**src/rtl/uart_arb_pkg.sv**
```systemverilog
// Shared state encoding, default parameters and counter-width helper
// for the UART transmit arbiter.
package uart_arb_pkg;

  typedef enum logic [1:0] {
    ST_IDLE    = 2'd0,
    ST_GRANT   = 2'd1,
    ST_TX_BUSY = 2'd2,
    ST_TX_WAIT = 2'd3
  } arb_state_e;

  localparam int DEF_N_REQ        = 4;
  localparam int DEF_DATA_W       = 8;
  localparam int DEF_MAX_BURST    = 16;
  localparam int DEF_IDLE_TIMEOUT = 1024;

  // Width of a counter that must be able to hold max_val itself.
  function automatic int cnt_width(input int max_val);
    return $clog2(max_val + 1);
  endfunction

  localparam int DEF_BURST_W = cnt_width(DEF_MAX_BURST);
  localparam int DEF_TMO_W   = cnt_width(DEF_IDLE_TIMEOUT);

endpackage

```
**src/rtl/rr_arbiter.sv**
```systemverilog
// Combinational round-robin pick: first set request searching upward,
// with wrap, from the index after ptr_i.
module rr_arbiter #(
  parameter int N_REQ = 4,
  parameter int IDX_W = 2
) (
  input  logic [N_REQ-1:0] req_i,
  input  logic [IDX_W-1:0] ptr_i,
  output logic [N_REQ-1:0] gnt_o,
  output logic [IDX_W-1:0] idx_o,
  output logic             any_o
);

  logic [IDX_W-1:0] w_cand;

  // Walk from farthest to nearest so the nearest requester is written last and wins.
  always_comb begin
    gnt_o  = '0;
    idx_o  = '0;
    any_o  = 1'b0;
    w_cand = '0;
    for (int off = N_REQ; off >= 1; off--) begin
      w_cand = IDX_W'((int'(ptr_i) + off) % N_REQ);
      if (req_i[w_cand]) begin
        gnt_o         = '0;
        gnt_o[w_cand] = 1'b1;
        idx_o         = w_cand;
        any_o         = 1'b1;
      end else begin
        any_o = any_o;
      end
    end
  end

endmodule

```
**src/rtl/uart_tx_arbiter.sv**
```systemverilog
// Shares one uart_phy transmitter between N_REQ byte-stream requesters;
// a grant covers a whole message (last flag, burst cap or idle timeout).
module uart_tx_arbiter
  import uart_arb_pkg::*;
#(
  parameter int N_REQ        = DEF_N_REQ,
  parameter int DATA_W       = DEF_DATA_W,
  parameter int MAX_BURST    = DEF_MAX_BURST,
  parameter int IDLE_TIMEOUT = DEF_IDLE_TIMEOUT
) (
  input  logic                      clk_i,
  input  logic                      rst_n_i,
  input  logic [N_REQ-1:0]          req_valid_i,
  input  logic [N_REQ*DATA_W-1:0]   req_data_i,
  input  logic [N_REQ-1:0]          req_last_i,
  output logic [N_REQ-1:0]          req_ready_o,
  output logic [N_REQ-1:0]          grant_o,
  input  logic                      phy_rfd_i,
  output logic                      phy_nd_o,
  output logic [DATA_W-1:0]         phy_data_o,
  output logic                      busy_o
);

  localparam int IDX_W   = (N_REQ > 1) ? $clog2(N_REQ) : 1;
  localparam int BURST_W = cnt_width(MAX_BURST);
  localparam int TMO_W   = cnt_width(IDLE_TIMEOUT);

  localparam logic [BURST_W-1:0] BURST_CAP = BURST_W'(MAX_BURST);
  localparam logic [TMO_W-1:0]   TMO_LAST  = TMO_W'(IDLE_TIMEOUT - 1);
  localparam logic [IDX_W-1:0]   PTR_RST   = IDX_W'(N_REQ - 1);

  arb_state_e          r_state;
  logic [N_REQ-1:0]    r_grant;
  logic [N_REQ-1:0]    r_ready;
  logic [IDX_W-1:0]    r_owner;
  logic [IDX_W-1:0]    r_ptr;
  logic [BURST_W-1:0]  r_burst;
  logic [TMO_W-1:0]    r_tmo;
  logic [DATA_W-1:0]   r_data;
  logic                r_last;
  logic                r_nd;
  logic                r_busy;

  logic [N_REQ-1:0]    w_pick_gnt;
  logic [IDX_W-1:0]    w_pick_idx;
  logic                w_pick_any;
  logic                w_own_valid;
  logic                w_own_last;
  logic [DATA_W-1:0]   w_own_data;

  rr_arbiter #(
    .N_REQ (N_REQ),
    .IDX_W (IDX_W)
  ) u_rr (
    .req_i (req_valid_i),
    .ptr_i (r_ptr),
    .gnt_o (w_pick_gnt),
    .idx_o (w_pick_idx),
    .any_o (w_pick_any)
  );

  assign w_own_valid = req_valid_i[r_owner];
  assign w_own_last  = req_last_i[r_owner];
  assign w_own_data  = req_data_i[int'(r_owner)*DATA_W +: DATA_W];

  // Arbitration FSM with burst/timeout counters; every output is a register.
  always_ff @(posedge clk_i) begin
    if (!rst_n_i) begin
      r_state <= ST_IDLE;
      r_grant <= '0;
      r_ready <= '0;
      r_owner <= '0;
      r_ptr   <= PTR_RST;
      r_burst <= '0;
      r_tmo   <= '0;
      r_data  <= '0;
      r_last  <= 1'b0;
      r_nd    <= 1'b0;
      r_busy  <= 1'b0;
    end else begin
      r_ready <= '0;
      r_nd    <= 1'b0;
      case (r_state)
        ST_IDLE: begin
          if (w_pick_any) begin
            r_grant <= w_pick_gnt;
            r_owner <= w_pick_idx;
            r_burst <= '0;
            r_tmo   <= '0;
            r_busy  <= 1'b1;
            r_state <= ST_GRANT;
          end
        end
        ST_GRANT: begin
          if (w_own_valid && phy_rfd_i) begin
            r_ready <= r_grant;
            r_data  <= w_own_data;
            r_last  <= w_own_last;
            r_tmo   <= '0;
            if (r_burst != BURST_CAP) begin
              r_burst <= r_burst + BURST_W'(1);
            end
            r_state <= ST_TX_BUSY;
          end else if (w_own_valid) begin
            // Owner is ready but the phy is not: hold without counting idle time.
            r_tmo <= '0;
          end else if (r_tmo >= TMO_LAST) begin
            r_grant <= '0;
            r_ptr   <= r_owner;
            r_busy  <= 1'b0;
            r_state <= ST_IDLE;
          end else begin
            r_tmo <= r_tmo + TMO_W'(1);
          end
        end
        ST_TX_BUSY: begin
          // r_ready is high only on the first TX_BUSY cycle, giving one nd per byte.
          r_nd <= |r_ready;
          if (!phy_rfd_i) begin
            r_state <= ST_TX_WAIT;
          end
        end
        ST_TX_WAIT: begin
          if (phy_rfd_i) begin
            if (r_last || (r_burst == BURST_CAP)) begin
              r_grant <= '0;
              r_ptr   <= r_owner;
              r_busy  <= 1'b0;
              r_state <= ST_IDLE;
            end else begin
              r_tmo   <= '0;
              r_state <= ST_GRANT;
            end
          end
        end
        default: begin
          r_grant <= '0;
          r_busy  <= 1'b0;
          r_state <= ST_IDLE;
        end
      endcase
    end
  end

  assign req_ready_o = r_ready;
  assign grant_o     = r_grant;
  assign phy_nd_o    = r_nd;
  assign phy_data_o  = r_data;
  assign busy_o      = r_busy;

endmodule

```
**config.mk**
```make
export PLATFORM = sky130hd
export DESIGN_NAME = uart_tx_arbiter
export DESIGN_NICKNAME = d
export VERILOG_FILES = /design/src/rtl/uart_arb_pkg.sv /design/src/rtl/rr_arbiter.sv /design/src/rtl/uart_tx_arbiter.sv
export SDC_FILE = /design/constraint.sdc
export NUM_CORES = 1
export LEC_CHECK = 0
export BUFFER_PORTS_ARGS = -buffer_cell sky130_fd_sc_hd__buf_4
export CAP_MARGIN = 20
export CORE_ASPECT_RATIO = 2
export CORE_UTILIZATION = 45
export CTS_CLUSTER_SIZE = 14
export DETAILED_ROUTE_END_ITERATION = 10
export GPL_ROUTABILITY_DRIVEN = 0
export PLACE_DENSITY = 0.69
export SYNTH_ARGS = -nofsm -noshare
export SYNTH_HDL_FRONTEND = slang
export SYNTH_SLANG_ARGS = --single-unit
```
**constraint.sdc**
```tcl
create_clock -name clk_i -period 3.3 [get_ports clk_i]
set_input_delay 0.165 -clock clk_i [delete_from_list [all_inputs] [get_ports clk_i]]
set_output_delay 0.165 -clock clk_i [all_outputs]
set_load 0.01 [all_outputs]
```
==> flow_summary.toml, run 1 <==
[run_status]
run_status = "finished, final reports clean"

[clock_tree]
clk_pin_slew_worst_paths_ns = 0.09
tritoncts = "done"
cts_resized = 0
cts-root-to-sink-buffers = 2
hold_buffers = 0
worst_skew_pair.late_latency_ns = 0.30
post-cts-setup-buffers = 0
clock-root-buffer = "sky130_fd_sc_hd__clkbuf_8"
clock_tree.htree_level_count = 2
cts.sinks = 41
tritoncts.num_buffers = 5

[routing]
drt-total-wl_mm = 6.769
postRouteAntennaNets = 0
vias = 2264
via_density_per_instance = 5.850
starting_drt_drc_count = 53
remaining_drc_errors = 0
routedWlPerCell_um = 17.49
detail_route.first_pass.iterations = 4

[yosys]
async_flop_share = 0
synth_area_per_cell_sq_um = 9.217
postSynthNetCount = 326
synth_edf_count = 0
synth_ff_type = "sky130_fd_sc_hd__dfxtp_1"
synth.top_cells.by_area = "sky130_fd_sc_hd__dfxtp_1 33%, sky130_fd_sc_hd__mux4_2 11%, sky130_fd_sc_hd__nand2_1 5.5%"
post-synth-top-count-cell = "sky130_fd_sc_hd__dfxtp_1"
netlist.top_cell.by_area = "sky130_fd_sc_hd__dfxtp_1"
synth_largest_type_area_fraction = 0.3262
synth_sequential_area_ratio = 0.3262
netlist_instances = 273
synth.cell_area_sq_um = 2516
yosys_register_bits = 41
ys_warn_count = 0
netlist-cell-type-count = 57
synth_cell_count_leaders = "41 x sky130_fd_sc_hd__dfxtp_1, 37 x sky130_fd_sc_hd__nand2_1, 22 x sky130_fd_sc_hd__a21oi_1"

[worst_setup_path]
slowest_delay_ns = 0.50
cp_slowest_cell = "sky130_fd_sc_hd__or3_1"
critical_path.max_fanout = 14
r2r_setup_slack_ns = 1.03
timing.critical_path.to_type = "flop"
worstSetupPathType = "flop to flop"
worstPathArrival_ns = 2.50
startpoint_type = "flop"
critical-path-top-delay-family = "simple AND/OR/NAND/NOR gates"
ordered_cell_list_for_the_critical_path = "ha_1 -> a21o_1 -> a41oi_2 -> nand3_1 -> or3_1 -> a21oi_1"
crit_required_ns = 3.53
critical_path_buf_inv_count = 0

[power_and_ir_drop]
power_density_nw_per_um2 = 433.7
switching_power_w = 0.0003765
portion_of_total_power_attributed_to_combinational_logic = 0.225
cellInternalPower_w = 0.0009725
ir_worst_vdd_uv = 409.4
power.sequential.fraction = 0.411
power_leakage_nw = 1.335
clkPwrFrac = 0.364
totalPowerFinal_w = 0.001349
netSwitchingFraction = 0.2791

[place]
io_buffers = 60
place.detailed.hpwl_mm = 5.358

[global_routing]
globalRouteOverflowTotal = 0
number_of_antenna_violations_at_the_first_check_in_global_routing = 0
pin_count_of_the_biggest_net_entering_global_routing = 18
grt.total_usage = 0.2569
grt_pass1_wl_mm = 10.96
number_of_global_route_vias_before_repair = 2289

[sta]
final-hold-violation-count = 0
worstMarginPinSlew_ns = 0.6847
setup_violations = 0
slew-limit-headroom = 0.5305
worst_hold_margin_ns = 0.2265
fin_crit_ns = 2.270
final-max-slew-violation-count = 0
totalNegativeSetupSlack_ns = 0
setup_repair_after_global_routing_missed_its_margin = "no"
maxClockFrequency_mhz = 440.5
finClkSkew_ns = 0.009841
min_period_over_period = 0.6879

[final_layout]
post_route_cells_drive_above_1_share = 0.2936
antenna_cells = 0
nets = 379
final_core_utilization = 0.5739
syn2layout_area_growth_pct = 23.62

[floorplan]
rows = 38
initial_utilization = 0.4642
io-pin-count = 61
die_x_um = 54.88
placeableCoreArea_sq_um = 5420
die_area_sq_um = 5913
die-height_um = 107.8

[min_path]
worst_hold_path_class = "primary input to flop"

[flow_run]
timing.max_cap.violations = 0
cell type report:
cell class / count / area [sq um]
Clock buffer: 5 / 68.82
Tap cell: 60 / 75.07
Inverter: 11 / 41.29
Fill cell: 524 / 2310
Sequential cell: 41 / 820.8
Clock inverter: 3 / 68.82
Timing Repair Buffer: 63 / 473.0
Multi-Input combinational cell: 204 / 1563
power by group through the flow:
stage	sequential [W]	clock [W]	combinational, W
final	0.000555	0.000491	0.000304
after CTS	0.000555	0.000504	0.000304
after global placement	0.000565	0	0.000297
after floorplan	0.000557	0	0.000207
after detailed placement	0.000567	0	0.000303
after global routing	0.000560	0.000516	0.000336
per-layer routing:
layer	vias to the layer above	wire length, um	track usage
li1	1117	-	-
met4	0	260	0.1264
met2	40	3938	0.4725
met1	1086	2438	0.2602
met5	-	0	0
met3	21	131	0.03107
cell usage in the layout (no fill, tap or decap), drive strengths merged, types with 3 or more instances in the layout:
cell,synthesis,final
dfxtp,41,41
and3,7,7
or2,4,4
nand2,38,38
buf,11,63
and2,5,5
o2111ai,5,5
a21oi,22,22
mux2i,8,8
a32o,5,5
inv,9,10
clkbuf,6,5
a211o,3,3
xor2,3,3
a2111o,3,3
ha,10,10
mux4,12,12
nor2,17,17
nor4,5,5
mux2,3,3
a21o,3,3
o21ai,7,7
nand3,8,8
or3,3,3
cells by family after synthesis:
kind of cell,synth area share
AND/OR/NAND/NOR,0.2123
AO/OA/AOI/OAI,0.1890
flip-flops,0.3262
buffers and inverters,0.05271
multiplexers,0.1527
adder cells (fa/ha/maj),0.04973
XOR/XNOR,0.01741
path summary, 6_finish.rpt:
| check | startpoint | end | cells after the start |
|---|---|---|---|
| max | r_tmo[0]$_SDFFE_PN0P_ | r_tmo[5]$_SDFFE_PN0P_ | 6 |
| min | rst_n_i | r_owner[0]$_SDFFE_PN0P_ | 3 |
| max reg2reg | r_tmo[0]$_SDFFE_PN0P_ | r_tmo[5]$_SDFFE_PN0P_ | 6 |
| min reg2reg | r_tmo[9]$_SDFFE_PN0P_ | r_tmo[9]$_SDFFE_PN0P_ | 2 |
worst register-to-register path, stage by stage, from the launching register on:
cell and delay [ns]:
sky130_fd_sc_hd__dfxtp_1 0.35, sky130_fd_sc_hd__ha_1 0.27, sky130_fd_sc_hd__a21o_1 0.18, sky130_fd_sc_hd__a41oi_2 0.29, sky130_fd_sc_hd__nand3_1 0.47, sky130_fd_sc_hd__or3_1 0.50
sky130_fd_sc_hd__a21oi_1 0.14
flip-flops by register name, summed over array words and instances (netlist names), named ones only:
name,cells
r_burst,5
phy_data_o,8
req_ready_o,4
r_owner,2
r_tmo,11
busy_o,1
r_last,1
r_ptr,2
grant_o,4
phy_nd_o,1
r_state,1
metrics by stage:
stage          setup WS, ns  cells  area [sq um]
6_report              1.030    387          3110
2_1_floorplan        0.9936    273          2516
3_3_place_gp          1.074    379          2973
5_1_grt              0.8160    387          3110
4_1_cts               1.028    387          3110
3_5_place_dp          1.048    379          2973
Note: power is estimated with default switching activity, not from simulation.
==> run 2: changes to the inputs <==
PLACE_DENSITY = 0.72   (was 0.69)
clock period = 1.8 ns   (was 3.3 ns; I/O delays follow)
==> flow_summary.toml, run 2 (synthesized netlist as in run 1, its figures left out) <==
[routing]
drt-total-wl_mm = 7.524
routedWlPerCell_um = 17.79
detail_route.first_pass.iterations = 4
postRouteAntennaNets = 0
starting_drt_drc_count = 59
vias = 2517
via_density_per_instance = 5.950
remaining_drc_errors = 0

[worst_setup_path]
crit_path_start = "r_ptr[0]$_SDFFE_PN1P_"
startpoint_type = "flop"
critical_path.reg2reg.startpoint = "r_ptr[0]$_SDFFE_PN1P_"
cp_slowest_cell = "sky130_fd_sc_hd__dfxtp_4"
r2r_setup_slack_ns = -0.18
r2r-end = "grant_o[0]$_SDFFE_PN0P_"
critical_path.max_fanout = 5
slowest_delay_ns = 0.39
timing.critical_path.to_type = "flop"
worstPathArrival_ns = 2.18
worst_setup_path_endpoint = "grant_o[0]$_SDFFE_PN0P_"
ordered_cell_list_for_the_critical_path = "inv_4 -> ha_4 -> mux4_2 -> a21o_1 -> a311oi_1 -> o31ai_1 -> a32o_1"
crit_required_ns = 2.00
worstSetupPathType = "flop to flop"
r2r_cells = 7

[final_layout]
layout.cells.most_common = "sky130_fd_sc_hd__buf_4"
register_containing_the_most_flip_flops_in_the_final_layout = "r_tmo"
nets = 415
syn2layout_area_growth_pct = 43.61
antenna_cells = 0
layout_common_cells = "96 x sky130_fd_sc_hd__buf_4, 36 x sky130_fd_sc_hd__nand2_1, 33 x sky130_fd_sc_hd__dfxtp_1"
filler_cell_count = 449
final_core_utilization = 0.6667
post_route_cells_drive_above_1_share = 0.4711
number_of_flip_flops_under_the_largest_register_name = 11

[global_routing]
pin_count_of_the_biggest_net_entering_global_routing = 16
number_of_antenna_violations_at_the_first_check_in_global_routing = 0
grt_pass1_wl_mm = 11.35
grtUsageMet3 = 0.03955
globalRouteOverflowTotal = 0
grt.total_usage = 0.2661
grt_most_used_layer = "met2"
number_of_global_route_vias_before_repair = 2488
grt_use_met1 = 0.2465
gr_met2_demand_resource = 0.4983

[floorplan]
placeableCoreArea_sq_um = 5420
die-height_um = 107.8
rows = 38
die_area_sq_um = 5913
io-pin-count = 61
die_x_um = 54.88
initial_utilization = 0.4642

[sta]
maxClockFrequency_mhz = 505.5
min_period_over_period = 1.099
slew-limit-headroom = 0.6955
setup_repair_after_global_routing_missed_its_margin = "yes"
final-max-slew-violation-count = 0
worst_slack_ns = -0.1782
fin_crit_ns = 1.978
worstMarginPinSlew_ns = 0.4538
totalNegativeSetupSlack_ns = -0.4901
setup_violations = 4
finClkSkew_ns = 0.007428
final-hold-violation-count = 0

[min_path]
min_delay_path_depth = 3
worst_hold_path_class = "primary input to flop"

[power_and_ir_drop]
power_leakage_nw = 1.534
power_density_nw_per_um2 = 708.4
ir_worst_vdd_uv = 647.4

[place]
io_buffers = 60
place.detailed.hpwl_mm = 5.516
place_ws_ns = -0.1738

[run_status]
violations_in_the_final_reports = "negative setup slack"
run_status = "finished with violations"

[clock_tree]
clk_pin_slew_worst_paths_ns = 0.08
cts-root-to-sink-buffers = 2
clock_tree.htree_level_count = 2
worst_skew_pair.late_latency_ns = 0.30
cts.sinks = 41
tritoncts.num_buffers = 5
hold_buffers = 0
clock-root-buffer = "sky130_fd_sc_hd__clkbuf_8"
tritoncts = "done"

[flow_run]
timing.max_cap.violations = 0
==> run 2: changes by cell type in the layout (fill, tap and decap cells not counted), moves of 4 or more <==
cell	delta
sky130_fd_sc_hd__buf_4	+33
sky130_fd_sc_hd__dfxtp_1	-8
sky130_fd_sc_hd__dfxtp_2	+6
sky130_fd_sc_hd__a21oi_1	-5
sky130_fd_sc_hd__a21oi_2	+5
sky130_fd_sc_hd__inv_1	-4
sky130_fd_sc_hd__nor2_1	-4
sky130_fd_sc_hd__nor2_2	+4
==> run 2: repair_timing <==
| item | in CTS | in global routing |
|---|---|---|
| setup buffers | 7 | 3 |
| endpoints found under the setup margin | 16 | 28 |
| pin swaps | 12 | 13 |
| cloned | 1 | 1 |
| gates resized for setup | 14 | 32 |
==> run 2: cell type report <==
class,instances,area (sq um),share of cell area
multi-input combinational,206,1805,0.4997
clock buffer,7,86.33,0.02389
clock inverter,1,30.03,0.008310
timing repair buffer,97,732.0,0.2026
sequential,41,835.8,0.2313
inverter,11,48.80,0.01350
tap,60,75.07,0.02078
==> run 2: worst min-delay path by stage <==
stage,slack [ns],startpoint,to
after floorplan,0.23,rst_n_i,busy_o$_SDFFE_PN0P_
final,0.16,rst_n_i,r_state[0]$_SDFFE_PN0P_
after CTS,0.15,rst_n_i,r_state[0]$_SDFFE_PN0P_
after global placement,0.43,r_tmo[9]$_SDFFE_PN0P_,r_tmo[9]$_SDFFE_PN0P_
after detailed placement,0.44,r_tmo[9]$_SDFFE_PN0P_,r_tmo[9]$_SDFFE_PN0P_
after global routing,0.17,rst_n_i,r_tmo[4]$_SDFFE_PN0P_
==> run 2: metrics by stage <==
stage                     instance area [sq um]  hold WS, ns  power (W)  std cells
after floorplan                            2592       0.2324   0.001416        273
after global placement                     3217       0.4300   0.001659        404
after detailed placement                   3217       0.4409   0.001676        404
after CTS                                  3451       0.1486   0.002503        419
after global routing                       3613       0.1671   0.002669        423
final                                      3613       0.1620   0.002560        423
==> run 2: power breakdown <==
| part | internal, W | switching [W] |
|---|---|---|
| sequential | 0.000958 | 0.0000472 |
| combinational | 0.000401 | 0.000383 |
| clock | 0.000452 | 0.000319 |
==> run 2: critical path, delay by kind of cell (launching register included) <==
kind            cells  cell delay, ns
compound gates      4            0.78
buf+inv             1            0.04
flops               1            0.39
fa+ha+maj           1            0.29
mux                 1            0.37
==> run 2: per-layer routing <==
| layer | routed length [um] | up-vias |
|---|---|---|
| li1 | - | 1196 |
| met1 | 2593 | 1225 |
| met2 | 4388 | 70 |
| met3 | 229 | 26 |
| met4 | 312 | 0 |
| met5 | 0 | - |
==> run 3: changes to the inputs <==
REMOVE_ABC_BUFFERS = 1   (was not set)
clock period = 1.59 ns   (was 1.8 ns; I/O delays follow)
==> flow_summary.toml, run 3 (synthesized netlist as in run 1, its figures left out) <==
[run_status]
run_status = "finished with violations"
violations_in_the_final_reports = "negative setup slack"

[global_routing]
grt.total_usage = 0.2885
pin_count_of_the_biggest_net_entering_global_routing = 16
number_of_antenna_violations_at_the_first_check_in_global_routing = 0
grt_pass1_wl_mm = 12.30
number_of_global_route_vias_before_repair = 2792
globalRouteOverflowTotal = 0

[place]
io_buffers = 60
placedInstanceArea_sq_um = 3381
place.detailed.hpwl_mm = 5.574
place_ws_ns = -0.4278

[sta]
min_period_over_period = 1.212
finClkSkew_ns = 0.007192
final-max-slew-violation-count = 0
setup_repair_after_global_routing_missed_its_margin = "yes"
worst_slack_ns = -0.3372
setup_violations = 37
maxClockFrequency_mhz = 518.9
slew-limit-headroom = 0.6594
worstMarginPinSlew_ns = 0.5063
final-hold-violation-count = 0
fin_crit_ns = 1.927

[worst_setup_path]
r2r-end = "grant_o[0]$_SDFFE_PN0P_"
critical_path.max_fanout = 6
crit_required_ns = 1.78
critical_path.reg2reg.startpoint = "r_ptr[0]$_SDFFE_PN1P_"
r2r_cells = 7
worstSetupPathType = "flop to flop"
r2r_setup_slack_ns = -0.34
worstPathArrival_ns = 2.12
timing.critical_path.to_type = "flop"
startpoint_type = "flop"

[floorplan]
io-pin-count = 61
die_x_um = 54.88
die-height_um = 107.8
rows = 38
initial_utilization = 0.4642
die_area_sq_um = 5913
placeableCoreArea_sq_um = 5420

[clock_tree]
tritoncts.num_buffers = 5
worst_skew_pair.late_latency_ns = 0.30
clock_tree.htree_level_count = 2
clock-root-buffer = "sky130_fd_sc_hd__clkbuf_8"
tritoncts = "done"
hold_buffers = 0
clk_pin_slew_worst_paths_ns = 0.08
cts-root-to-sink-buffers = 2
cts.sinks = 41

[min_path]
timing.hold.worst.start = "rst_n_i"
min_delay_path_depth = 3
min_delay_worst_endpoint = "r_owner[0]$_SDFFE_PN0P_"
worst_hold_path_class = "primary input to flop"

[final_layout]
layout.cells.most_common = "sky130_fd_sc_hd__buf_4"
antenna_cells = 0
syn2layout_area_growth_pct = 70.31
nets = 459
number_of_flip_flops_under_the_largest_register_name = 11
layout_common_cells = "120 x sky130_fd_sc_hd__buf_4, 32 x sky130_fd_sc_hd__dfxtp_1, 18 x sky130_fd_sc_hd__nand2_1"
post_route_cells_drive_above_1_share = 0.6330
filler_cell_count = 344
post-route-cell-area_sq_um = 4285
register_containing_the_most_flip_flops_in_the_final_layout = "r_tmo"

[power_and_ir_drop]
power_leakage_nw = 1.859
power_density_nw_per_um2 = 712.4
netSwitchingFraction = 0.3183
switching_power_w = 0.0009718
portion_of_total_power_attributed_to_combinational_logic = 0.393
cellInternalPower_w = 0.002081
clkPwrFrac = 0.232
ir_worst_vdd_uv = 713.7
power.sequential.fraction = 0.374

[routing]
detail_route.first_pass.iterations = 4
routedWlPerCell_um = 19.84
postRouteAntennaNets = 0
via_density_per_instance = 6.009
starting_drt_drc_count = 142
vias = 2800
drt-total-wl_mm = 9.247
remaining_drc_errors = 0

[flow_run]
timing.max_cap.violations = 0
run 3: metal layers:
layer / track usage / part of all wire / vias to the layer above
met4: 0.1795 / 0.052 / 0
met3: 0.03814 / 0.025 / 42
met5: 0 / 0 / -
met2: 0.5516 / 0.59 / 86
li1: - / - / 1285
met1: 0.2504 / 0.34 / 1387
run 3: what timing repair did:
action	4_1_cts	5_1_grt
buffers inserted	15	10
setup endpoints to repair	39	39
gates cloned	2	2
endpoints found under the hold margin	0	0
resized for setup	55	75
pin swaps	39	28
run 3: worst max-delay path: stages (launching register included):
cell and delay [ns]:
sky130_fd_sc_hd__dfxtp_2 0.35, sky130_fd_sc_hd__inv_2 0.06, sky130_fd_sc_hd__ha_4 0.32, sky130_fd_sc_hd__mux4_2 0.36
sky130_fd_sc_hd__a21o_1 0.22, sky130_fd_sc_hd__a311oi_2 0.20, sky130_fd_sc_hd__o31ai_1 0.11, sky130_fd_sc_hd__a32o_1 0.21
run 3: worst max-delay path by stage:
stage                              endpoint  depth (start not counted)               startpoint
finish              grant_o[0]$_SDFFE_PN0P_                          7    r_ptr[0]$_SDFFE_PN1P_
global route          r_tmo[7]$_SDFFE_PN0P_                          8  r_burst[0]$_SDFFE_PN0P_
CTS                 grant_o[3]$_SDFFE_PN0P_                          7    r_ptr[0]$_SDFFE_PN1P_
detailed placement  grant_o[0]$_SDFFE_PN0P_                          7    r_ptr[1]$_SDFFE_PN1P_
global placement    grant_o[1]$_SDFFE_PN0P_                          7    r_ptr[0]$_SDFFE_PN1P_
floorplan           grant_o[0]$_SDFFE_PN0P_                          7    r_ptr[0]$_SDFFE_PN1P_
run 3: final cells by class:
class / count / area, sq um / share of cell area
multi-input cells: 204 / 1996 / 0.4657
repair buffers: 143 / 1255 / 0.2928
well taps: 60 / 75.07 / 0.01752
clock buffers: 7 / 86.33 / 0.02015
inverters: 11 / 41.29 / 0.009635
flip-flops and latches: 41 / 832.0 / 0.1942
run 3: stage by stage:
step	total power, W	TNS (ns)	utilization	std cells	hold slack, ns
2_1_floorplan	0.001546	-11.24	-	256	0.2179
3_3_place_gp	0.001944	-6.840	0.6237	430	0.4310
3_5_place_dp	0.001963	-7.386	0.6237	430	0.4354
4_1_cts	0.002791	-3.344	0.7103	454	0.1503
5_1_grt	0.003163	-8.235	0.7906	466	0.1624
6_report	0.003053	-6.049	0.7906	466	0.1585
run 3: power groups by stage:
stage | clock network, W | logic (W) | registers (W)
after floorplan | 0 | 0.000354 | 0.00119
after global placement | 0 | 0.000799 | 0.00115
after detailed placement | 0 | 0.000817 | 0.00115
after CTS | 0.000701 | 0.000959 | 0.00113
after global routing | 0.000741 | 0.00127 | 0.00115
final | 0.000709 | 0.00120 | 0.00114
